<file path="src/rtl/touch_pkg.sv">
// Shared types and default timing for the dual-pad touch gesture controller.
// Latency: n/a (package only).
// Backpressure: n/a (package only).
package touch_pkg;

  // Gesture FSM states; the encodings appear on the top-level state port.
  typedef enum logic [2:0] {
    IDLE      = 3'd0,
    WAIT_PAIR = 3'd1,
    HOLD      = 3'd2,
    FIRED     = 3'd3,
    RELEASE   = 3'd4
  } touch_state_e;

  localparam int DEF_DEBOUNCE_CYCLES = 16;
  localparam int DEF_PAIR_WINDOW     = 1000;
  localparam int DEF_HOLD_CYCLES     = 5000;
  localparam int DEF_CNT_W           = 16;

endpackage

</file>
<file path="src/rtl/touch_debounce.sv">
// Synchronizes and debounces one raw asynchronous touch pad input.
// Latency: a clean raw edge reaches level exactly 2+DEBOUNCE_CYCLES cycles later.
// Backpressure: none; level is a free-running registered output.
//
// Ports: clk, rst (sync, active-high), raw (async pad), level (debounced).
module touch_debounce
  import touch_pkg::*;
#(
  parameter int DEBOUNCE_CYCLES = DEF_DEBOUNCE_CYCLES
) (
  input  logic clk,
  input  logic rst,
  input  logic raw,
  output logic level
);

  localparam int CW = (DEBOUNCE_CYCLES > 1) ? $clog2(DEBOUNCE_CYCLES) : 1;
  localparam logic [CW-1:0] CNT_LAST = CW'(DEBOUNCE_CYCLES - 1);

  logic          sync1_q, sync1_d;
  logic          sync2_q, sync2_d;
  logic          level_q, level_d;
  logic [CW-1:0] cnt_q, cnt_d;

  always_comb begin
    sync1_d = raw;
    sync2_d = sync1_q;
    level_d = level_q;
    cnt_d   = '0;
    // Count consecutive cycles the synced input disagrees with the level;
    // any agreement restarts the count, so short glitches never flip it.
    if (sync2_q != level_q) begin
      if (cnt_q == CNT_LAST) begin
        level_d = sync2_q;
      end else begin
        cnt_d = cnt_q + 1'b1;
      end
    end
  end

  always_ff @(posedge clk) begin
    if (rst) begin
      sync1_q <= 1'b0;
      sync2_q <= 1'b0;
      level_q <= 1'b0;
      cnt_q   <= '0;
    end else begin
      sync1_q <= sync1_d;
      sync2_q <= sync2_d;
      level_q <= level_d;
      cnt_q   <= cnt_d;
    end
  end

  assign level = level_q;

endmodule

</file>
<file path="src/rtl/touch_pair_ctrl.sv">
// Two-hand touch gesture controller: debounce both pads, pair, hold, then fire.
// Latency: press_pulse rises HOLD_CYCLES cycles after HOLD entry; outputs registered.
// Backpressure: none; pulses are single-cycle and fire-and-forget.
//
// Ports: clk, rst (sync, active-high), touch1/touch2 (raw async pads),
// enable (gesture enable), pressed1/pressed2 (debounced levels),
// touched (high in FIRED), press_pulse, timeout_pulse, state (FSM encoding).
module touch_pair_ctrl
  import touch_pkg::*;
#(
  parameter int DEBOUNCE_CYCLES = DEF_DEBOUNCE_CYCLES,
  parameter int PAIR_WINDOW     = DEF_PAIR_WINDOW,
  parameter int HOLD_CYCLES     = DEF_HOLD_CYCLES,
  parameter int CNT_W           = DEF_CNT_W
) (
  input  logic       clk,
  input  logic       rst,
  input  logic       touch1,
  input  logic       touch2,
  input  logic       enable,
  output logic       pressed1,
  output logic       pressed2,
  output logic       touched,
  output logic       press_pulse,
  output logic       timeout_pulse,
  output logic [2:0] state
);

  localparam logic [CNT_W-1:0] PAIR_LAST = CNT_W'(PAIR_WINDOW - 1);
  localparam logic [CNT_W-1:0] HOLD_LAST = CNT_W'(HOLD_CYCLES - 1);

  touch_state_e     state_q, state_d;
  logic [CNT_W-1:0] cnt_q, cnt_d;
  logic             touched_q, touched_d;
  logic             press_pulse_q, press_pulse_d;
  logic             timeout_pulse_q, timeout_pulse_d;
  logic             p1, p2, both, any;

  touch_debounce #(.DEBOUNCE_CYCLES(DEBOUNCE_CYCLES)) u_deb1 (
    .clk   (clk),
    .rst   (rst),
    .raw   (touch1),
    .level (p1)
  );

  touch_debounce #(.DEBOUNCE_CYCLES(DEBOUNCE_CYCLES)) u_deb2 (
    .clk   (clk),
    .rst   (rst),
    .raw   (touch2),
    .level (p2)
  );

  assign both = p1 & p2;
  assign any  = p1 | p2;

  always_comb begin
    state_d         = state_q;
    press_pulse_d   = 1'b0;
    timeout_pulse_d = 1'b0;
    if (!enable) begin
      state_d = IDLE;
    end else begin
      case (state_q)
        IDLE: begin
          if (both)     state_d = HOLD;
          else if (any) state_d = WAIT_PAIR;
        end
        WAIT_PAIR: begin
          // Pairing wins over the timeout if both land on the same cycle.
          if (both)      state_d = HOLD;
          else if (!any) state_d = IDLE;
          else if (cnt_q == PAIR_LAST) begin
            state_d         = RELEASE;
            timeout_pulse_d = 1'b1;
          end
        end
        HOLD: begin
          if (!both) state_d = RELEASE;
          else if (cnt_q == HOLD_LAST) begin
            state_d       = FIRED;
            press_pulse_d = 1'b1;
          end
        end
        FIRED: begin
          if (!both) state_d = RELEASE;
        end
        RELEASE: begin
          // Only a full release rearms; a re-press here is ignored.
          if (!any) state_d = IDLE;
        end
        default: state_d = IDLE;
      endcase
    end

    // Shared gesture counter measures time spent in the current state.
    if (!enable || (state_d != state_q)) begin
      cnt_d = '0;
    end else if (&cnt_q) begin
      cnt_d = cnt_q;
    end else begin
      cnt_d = cnt_q + 1'b1;
    end

    touched_d = (state_d == FIRED);
  end

  always_ff @(posedge clk) begin
    if (rst) begin
      state_q         <= IDLE;
      cnt_q           <= '0;
      touched_q       <= 1'b0;
      press_pulse_q   <= 1'b0;
      timeout_pulse_q <= 1'b0;
    end else begin
      state_q         <= state_d;
      cnt_q           <= cnt_d;
      touched_q       <= touched_d;
      press_pulse_q   <= press_pulse_d;
      timeout_pulse_q <= timeout_pulse_d;
    end
  end

  assign pressed1      = p1;
  assign pressed2      = p2;
  assign touched       = touched_q;
  assign press_pulse   = press_pulse_q;
  assign timeout_pulse = timeout_pulse_q;
  assign state         = state_q;

endmodule

</file>
<file path="config.mk">
export PLATFORM = sky130hd
export DESIGN_NAME = touch_pair_ctrl
export DESIGN_NICKNAME = d
export VERILOG_FILES = /design/src/rtl/touch_pkg.sv /design/src/rtl/touch_debounce.sv /design/src/rtl/touch_pair_ctrl.sv
export SDC_FILE = /design/constraint.sdc
export NUM_CORES = 1
export LEC_CHECK = 0
export ABC_AREA = 1
export CAP_MARGIN = 20
export CORE_UTILIZATION = 58
export DETAILED_ROUTE_END_ITERATION = 8
export PLACE_DENSITY = 0.86
export SLEW_MARGIN = 20
export SYNTH_ARGS = -nofsm -noshare
export SYNTH_HDL_FRONTEND = slang
export SYNTH_SLANG_ARGS = --single-unit
export TNS_END_PERCENT = 10
</file>
<file path="constraint.sdc">
create_clock -name clk -period 1.97 [get_ports clk]
set_input_delay 0.2955 -clock clk [delete_from_list [all_inputs] [get_ports clk]]
set_output_delay 0.2955 -clock clk [all_outputs]
set_load 0.02 [all_outputs]
</file>
==> reports/qor.csv, run 1 <==
stage;metric;value;unit
sta;crit share post-route;92.0;%
sta;Slew HR;75.1;%
worst_hold_path;hold path endpoint;u_deb2.sync2_q;
worst_hold_path;hold path depth;2;
drt;DRT Pass-1 Iters;4;
synthesis;Mapped Cells;244;
global_routing;initial antenna violation count;0;
placed_design;placed cell areas;2030;um^2
job;Max Cap Viol;0;
sta;Slew Viols, Final;0;
layout;Final Cell Area;2100;um^2
sta;worst clock skew;0.0200;ns
cts;CTS buffer count;5;
sta;RSZ-0062 raised after global routing;no;
global_routing;first-pass GRT wire length;5990;um
sta;Setup TNS Final;0;ns
floorplan;Die ar.;3460;um^2
layout;share of layout cells above drive strength 1;18.3;%
pwr;leakage;0.796;nW
worst_setup_path;Worst R2R Setup Slack;0.16;ns
global_routing;largest net degree at the start of global routing;17;
synthesis;post-synth cell types;28;
sta;Least-Margin Pin Slew;0.372;ns
floorplan;Die Height;58.8;um
layout;Area growth syn-to-layout;12.2;%
placed_design;GP Congestion;0.852;
cts;CTS H-tree depth;2;
cts;hold buffers post-CTS;0;
sta;FMAX;552;MHz
placed_design;I/O Buffers;12;
worst_setup_path;startpoint types;register;
worst_setup_path;Setup CP Type;register to register;
synthesis;mapped cell area;1870;um^2
worst_setup_path;worst endpoint required time;2.23;ns
drt;vias per cell;5.24;
layout;most frequent cells in the layout;nor2_1, nand2_1, dfxtp_1;
sta;fin crit period;1.81;ns
sta;Final Hold Vio Count;0;
drt;WL final;3500;um
cts;postcts setup bufs;0;
floorplan;Initial Util;61.3;%
drt;1st-iter DRT viols;123;
floorplan;I/O pin total;13;
drt;drc violations;0;
layout;commonest non-fill, non-tap cell in the layout;nor2_1;
worst_hold_path;hold_sp;u_deb2.sync1_q;
sta;Finish-stage setup viols;0;
floorplan;core area;3050;um^2
drt;ANT nets after route;0;
cts;clock slew at reported path FFs;0.10;ns
cts;CTS tree;yes;
worst_setup_path;reg2reg start;cnt_q[0];
layout;fillers;267;
worst_setup_path;CP endpoint kind;register;
layout;fin nets;270;
synthesis;Yosys reg bits;36;
cts;TritonCTS Sinks;36;
synthesis;sequential-to-total area share from yosys stat;38.5;%
synthesis;syn avg cell area;7.67;um^2
placed_design;detailed placement HPWL;2630;um
layout;n_diodes;0;
drt;DR vias;1610;
cts;Root Buffer;clkbuf_4;
global_routing;vias in the first global route;1410;
synthesis;Net Count, Synth;252;
status;outcome;finished, final reports clean;
synthesis;Yosys warnings;0;
floorplan;die extent in x;58.8;um
cts;worst-case clock buffer depth;2;
worst_hold_path;Hold Crit Class;register to register;
worst_setup_path;Reg2Reg Depth;11;
global_routing;Total Routing Usage GR;23.0;%
global_routing;GR Overflow Total;0;
pwr;Worst VDD drop;0.352;mV
floorplan;Core Rows;20;
drt;wire per inst;11.4;um
cts;later-pin clock latency in the skew report;0.34;ns
worst_setup_path;capture point of the worst reg-to-reg path;cnt_q[7];
worst_setup_path;WP data arrival;2.07;ns
worst_setup_path;crit path max fanout;16;
pwr;power per cell area;572;nW/um^2
-- what timing repair did --
| action | CTS | global route |
|---|---|---|
| resized for setup | 0 | 1 |
| endpoints found under the setup margin | 0 | 16 |
| endpoints found under the hold margin | 0 | 0 |
-- final cells by class --
cell class | instances | area, um^2 | share of cell area (%)
clock buffer | 7 | 55.1 | 2.62
clock inverter | 1 | 7.51 | 0.358
inverter | 26 | 97.6 | 4.65
multi-input combinational | 179 | 1030 | 49.0
sequential | 36 | 721 | 34.3
tap | 44 | 55.1 | 2.62
timing repair buffer | 14 | 135 | 6.44
-- power breakdown --
part	total [mW]	switching [mW]	internal [mW]	leakage (nW)
Clock	0.420	0.245	0.175	0.0315
Combinational	0.0416	0.0233	0.0183	0.473
Sequential	0.739	0.00454	0.735	0.291
Total	1.20	0.273	0.928	0.796
-- per-layer routing --
layer / global-route usage, % / part of all wire, % / routed length, um
met5: 0 / 0 / 0
met4: 9.86 / 2.1 / 75
met3: 4.62 / 4.6 / 160
met2: 35.2 / 45 / 1560
met1: 31.3 / 49 / 1710
-- flip-flops by register name, indices dropped and copies added (netlist names) --
| name | cells |
|---|---|
| u_deb1.sync2_q | 1 |
| cnt_q | 16 |
| u_deb2.sync1_q | 1 |
| u_deb2.cnt_q | 4 |
| u_deb1.level | 1 |
| u_deb1.sync1_q | 1 |
| u_deb1.cnt_q | 4 |
| touched | 1 |
| state | 3 |
| press_pulse | 1 |
| timeout_pulse | 1 |
| u_deb2.level | 1 |
| u_deb2.sync2_q | 1 |
-- critical path, cell delays in order (launching register included) --
cell	delay, ns
dfxtp_1	0.40
ha_1	0.20
nand2_1	0.11
inv_2	0.10
nand2_4	0.07
nor2_8	0.10
nand3_2	0.10
nand2_2	0.07
nand2_2	0.05
nand2_2	0.07
nand3_4	0.22
nor3_1	0.24
-- cells in the mapped netlist --
master,count,area share (%)
o211ai_1,2,0.80
nor2_1,44,8.8
nand3b_1,2,0.80
inv_1,18,3.6
nand2_2,10,3.3
nand3_4,1,0.94
nor2_4,2,1.2
clkbuf_1,1,0.20
nand3_2,3,1.6
nor2_8,1,1.1
dfxtp_1,36,39
nor3_1,11,2.9
inv_2,8,1.6
buf_8,1,0.80
nand2_4,1,0.60
buf_6,1,0.60
ha_1,3,2.0
nand4_2,1,0.67
a21oi_1,8,2.1
nand4_1,3,1.0
xor2_1,12,5.6
nor2_2,2,0.67
nand2_1,37,7.4
o21ai_0,5,1.3
nand3_1,17,4.5
or2_0,1,0.33
xnor2_1,3,1.4
nor3_2,10,5.4
-- per-stage QoR --
| stage | util, % | instances | hold WS (ns) | setup slack (ns) | power [mW] |
|---|---|---|---|---|---|
| floorplan | - | 244 | 0.388 | 0.355 | 0.781 |
| global placement | 66.5 | 299 | 0.390 | 0.180 | 0.796 |
| detailed placement | 66.5 | 299 | 0.396 | 0.123 | 0.797 |
| CTS | 68.6 | 307 | 0.412 | 0.117 | 1.21 |
| global route | 68.7 | 307 | 0.415 | 0.0549 | 1.26 |
| finish | 68.7 | 307 | 0.411 | 0.158 | 1.20 |
-- cells by family after synthesis --
family / count (synthesis) / synth area share (%)
compound gates: 15 / 4.28
xor+xnor: 15 / 7.02
buf+inv: 29 / 6.82
fa+ha+maj: 3 / 2.01
simple gates: 146 / 41.3
flops: 36 / 38.5
-- worst max path at each step --
| stage | endpoint | depth (start not counted) | start |
|---|---|---|---|
| detailed placement | cnt_q[7] | 12 | cnt_q[0] |
| finish | cnt_q[7] | 11 | cnt_q[0] |
| global placement | cnt_q[5] | 12 | cnt_q[0] |
| floorplan | cnt_q[2] | 13 | cnt_q[0] |
| global route | cnt_q[15] | 11 | cnt_q[0] |
| CTS | cnt_q[7] | 12 | cnt_q[0] |
(Power assumes the default switching activity.)
==> inputs of run 2 (changes only) <==
--- a/config.mk
+++ b/config.mk
@@ -8,6 +8,7 @@
 export ABC_AREA = 1
 export CAP_MARGIN = 20
 export CORE_UTILIZATION = 58
+export CTS_CLUSTER_DIAMETER = 50
 export DETAILED_ROUTE_END_ITERATION = 8
 export PLACE_DENSITY = 0.86
 export SLEW_MARGIN = 20
==> results of run 2 <==
Final layout, timing and power as in run 1 (identical DEF).
==> inputs of run 3 (changes only) <==
--- a/config.mk
+++ b/config.mk
@@ -11,7 +11,6 @@
 export CTS_CLUSTER_DIAMETER = 50
 export DETAILED_ROUTE_END_ITERATION = 8
 export PLACE_DENSITY = 0.86
-export SLEW_MARGIN = 20
 export SYNTH_ARGS = -nofsm -noshare
 export SYNTH_HDL_FRONTEND = slang
 export SYNTH_SLANG_ARGS = --single-unit
==> constraint.sdc (replaced) <==
create_clock -name clk -period 1.8 [get_ports clk]
set_input_delay 0.27 -clock clk [delete_from_list [all_inputs] [get_ports clk]]
set_output_delay 0.27 -clock clk [all_outputs]
set_load 0.02 [all_outputs]
==> reports/qor.csv, run 3 (same netlist as run 1, synthesis figures left out) <==
stage;metric;value;unit
status;outcome;finished, final reports clean;
layout;Area growth syn-to-layout;17.0;%
worst_hold_path;hold path endpoint;u_deb1.sync1_q;
worst_hold_path;hold path depth;3;
pwr;Worst VDD drop;0.603;mV
floorplan;Die Height;58.8;um
sta;Least-Margin Pin Slew;0.489;ns
worst_setup_path;reg2reg start;cnt_q[0];
floorplan;Die ar.;3460;um^2
pwr;Int Pwr;0.983;mW
pwr;leakage;0.861;nW
pwr;Sw Share;25.4;%
cts;hold buffers post-CTS;0;
global_routing;vias in the first global route;1495;
worst_setup_path;WP data arrival;1.47;ns
layout;fillers;240;
sta;Slew HR;67.3;%
global_routing;GR Overflow Total;0;
placed_design;I/O Buffers;12;
layout;n_diodes;0;
drt;DR vias;1630;
global_routing;largest net degree at the start of global routing;17;
floorplan;Initial Util;61.3;%
worst_hold_path;hold_sp;touch1;
layout;Largest Register;cnt_q;
drt;drc violations;0;
worst_hold_path;Hold Crit Class;input port to register;
worst_setup_path;Max stage delay cell, worst path;clkdlybuf4s50_1;
worst_setup_path;Reg2Reg Depth;11;
job;Max Cap Viol;0;
global_routing;initial antenna violation count;0;
layout;most frequent cells in the layout;nor2_1, nand2_1, dfxtp_1;
drt;WL final;3790;um
floorplan;I/O pin total;13;
worst_setup_path;worst endpoint required time;1.53;ns
layout;commonest non-fill, non-tap cell in the layout;nor2_1;
floorplan;Core Rows;20;
global_routing;Total Routing Usage GR;23.0;%
drt;wire per inst;12.1;um
cts;later-pin clock latency in the skew report;0.35;ns
drt;1st-iter DRT viols;88;
placed_design;GP Congestion;0.897;
worst_setup_path;capture point of the worst reg-to-reg path;cnt_q[10];
cts;CTS buffer count;5;
worst_setup_path;startpoint types;register;
worst_setup_path;Setup CP Type;register to primary output;
worst_setup_path;cell family with most CP delay;buffers and inverters;
layout;share of layout cells above drive strength 1;22.8;%
drt;DRT Pass-1 Iters;4;
sta;crit share post-route;96.7;%
worst_setup_path;CP endpoint kind;primary output;
worst_setup_path;CP cell instances;clkdlybuf4s50_1;
cts;TritonCTS Sinks;36;
pwr;total chip power;1.32;mW
floorplan;core area;3050;um^2
layout;register area;724;um^2
drt;vias per cell;5.22;
cts;worst-case clock buffer depth;2;
layout;footprint of the multi-input gates;1070;um^2
worst_setup_path;Crit path largest cell delay;0.65;ns
placed_design;detailed placement HPWL;2650;um
cts;clock slew at reported path FFs;0.12;ns
pwr;Seq pwr share;61.4;%
sta;worst clock skew;0.0126;ns
layout;Largest register FFs;16;
drt;ANT nets after route;0;
sta;Finish-stage setup viols;0;
global_routing;first-pass GRT wire length;6040;um
pwr;power per cell area;602;nW/um^2
layout;fin nets;275;
sta;FMAX;574;MHz
pwr;combinational share of power;4.3;%
cts;CTS tree;yes;
sta;fin crit period;1.74;ns
pwr;clock share of power;34.3;%
floorplan;die extent in x;58.8;um
worst_setup_path;Worst R2R Setup Slack;0.15;ns
layout;Largest regs;cnt_q x16, u_deb1.cnt_q x4, u_deb2.cnt_q x4;
worst_setup_path;crit path max fanout;6;
cts;Root Buffer;clkbuf_4;
pwr;Psw;0.335;mW
sta;Slew Viols, Final;0;
sta;Setup TNS Final;0;ns
sta;Final Hold Vio Count;0;
cts;CTS H-tree depth;2;
worst_setup_path;CP Buf/Inv Count;1;
## run 3: cell types whose count changed in the layout (fill, tap and decap cells not counted), moves of 2 or more
cell,change
buf_4,+3
dfxtp_1,-3
dfxtp_2,+3
clkdlybuf4s50_1,-2
dlymetal6s2s_1,+2
nand2_2,+2
## run 3: how the worst max path moves through the flow
stage | startpoint | slack [ns] | cells after the start | to
finish | u_deb2.level | 0.06 | 1 | pressed2
detailed placement | enable | -0.003 | 5 | cnt_q[15]
global placement | enable | 0.04 | 5 | cnt_q[6]
floorplan | cnt_q[0] | 0.18 | 13 | cnt_q[2]
global route | u_deb1.level | -0.02 | 9 | cnt_q[0]
CTS | state[0] | 0.01 | 1 | state[0]
## run 3: final cells by class
type / instances / area share, %
tap: 44 / 2.52
inverter: 26 / 4.46
clock inverter: 3 / 1.09
timing repair buffer: 18 / 8.35
clock buffer: 5 / 1.72
multi-input combinational: 180 / 48.8
sequential: 36 / 33.1
## run 3: power by group through the flow
stage / sequential (mW) / clock, mW / combinational [mW]
6_report: 0.810 / 0.452 / 0.0560
5_1_grt: 0.811 / 0.497 / 0.0615
4_1_cts: 0.808 / 0.462 / 0.0485
3_5_place_dp: 0.826 / 0 / 0.0483
3_3_place_gp: 0.826 / 0 / 0.0464
2_1_floorplan: 0.826 / 0 / 0.0289
## run 3: routing by layer
| layer | vias up | share of wire [%] | wire [um] | global-route usage, % |
|---|---|---|---|---|
| met5 | - | 0 | 0 | 0 |
| met1 | 757 | 44 | 1690 | 28.2 |
| li1 | 834 | - | - | - |
| met2 | 28 | 50 | 1880 | 39.3 |
| met3 | 11 | 3.0 | 115 | 5.27 |
| met4 | 0 | 2.9 | 111 | 7.82 |
## run 3: repair_timing
item,in CTS,in global routing
endpoints found under the setup margin,0,19
gates resized for setup,0,12
buffers inserted,0,1
## run 3: per-stage QoR
stage               utilization [%]  worst slack, ns  hold WS, ns  cells  cell area (um^2)
floorplan                         -            0.185        0.377    244              1870
global placement               67.7           0.0395        0.389    302              2070
detailed placement             67.7         -0.00264        0.412    302              2070
CTS                            69.7           0.0142        0.417    310              2130
global route                   71.7          -0.0243        0.424    312              2190
finish                         71.7           0.0591        0.418    312              2190
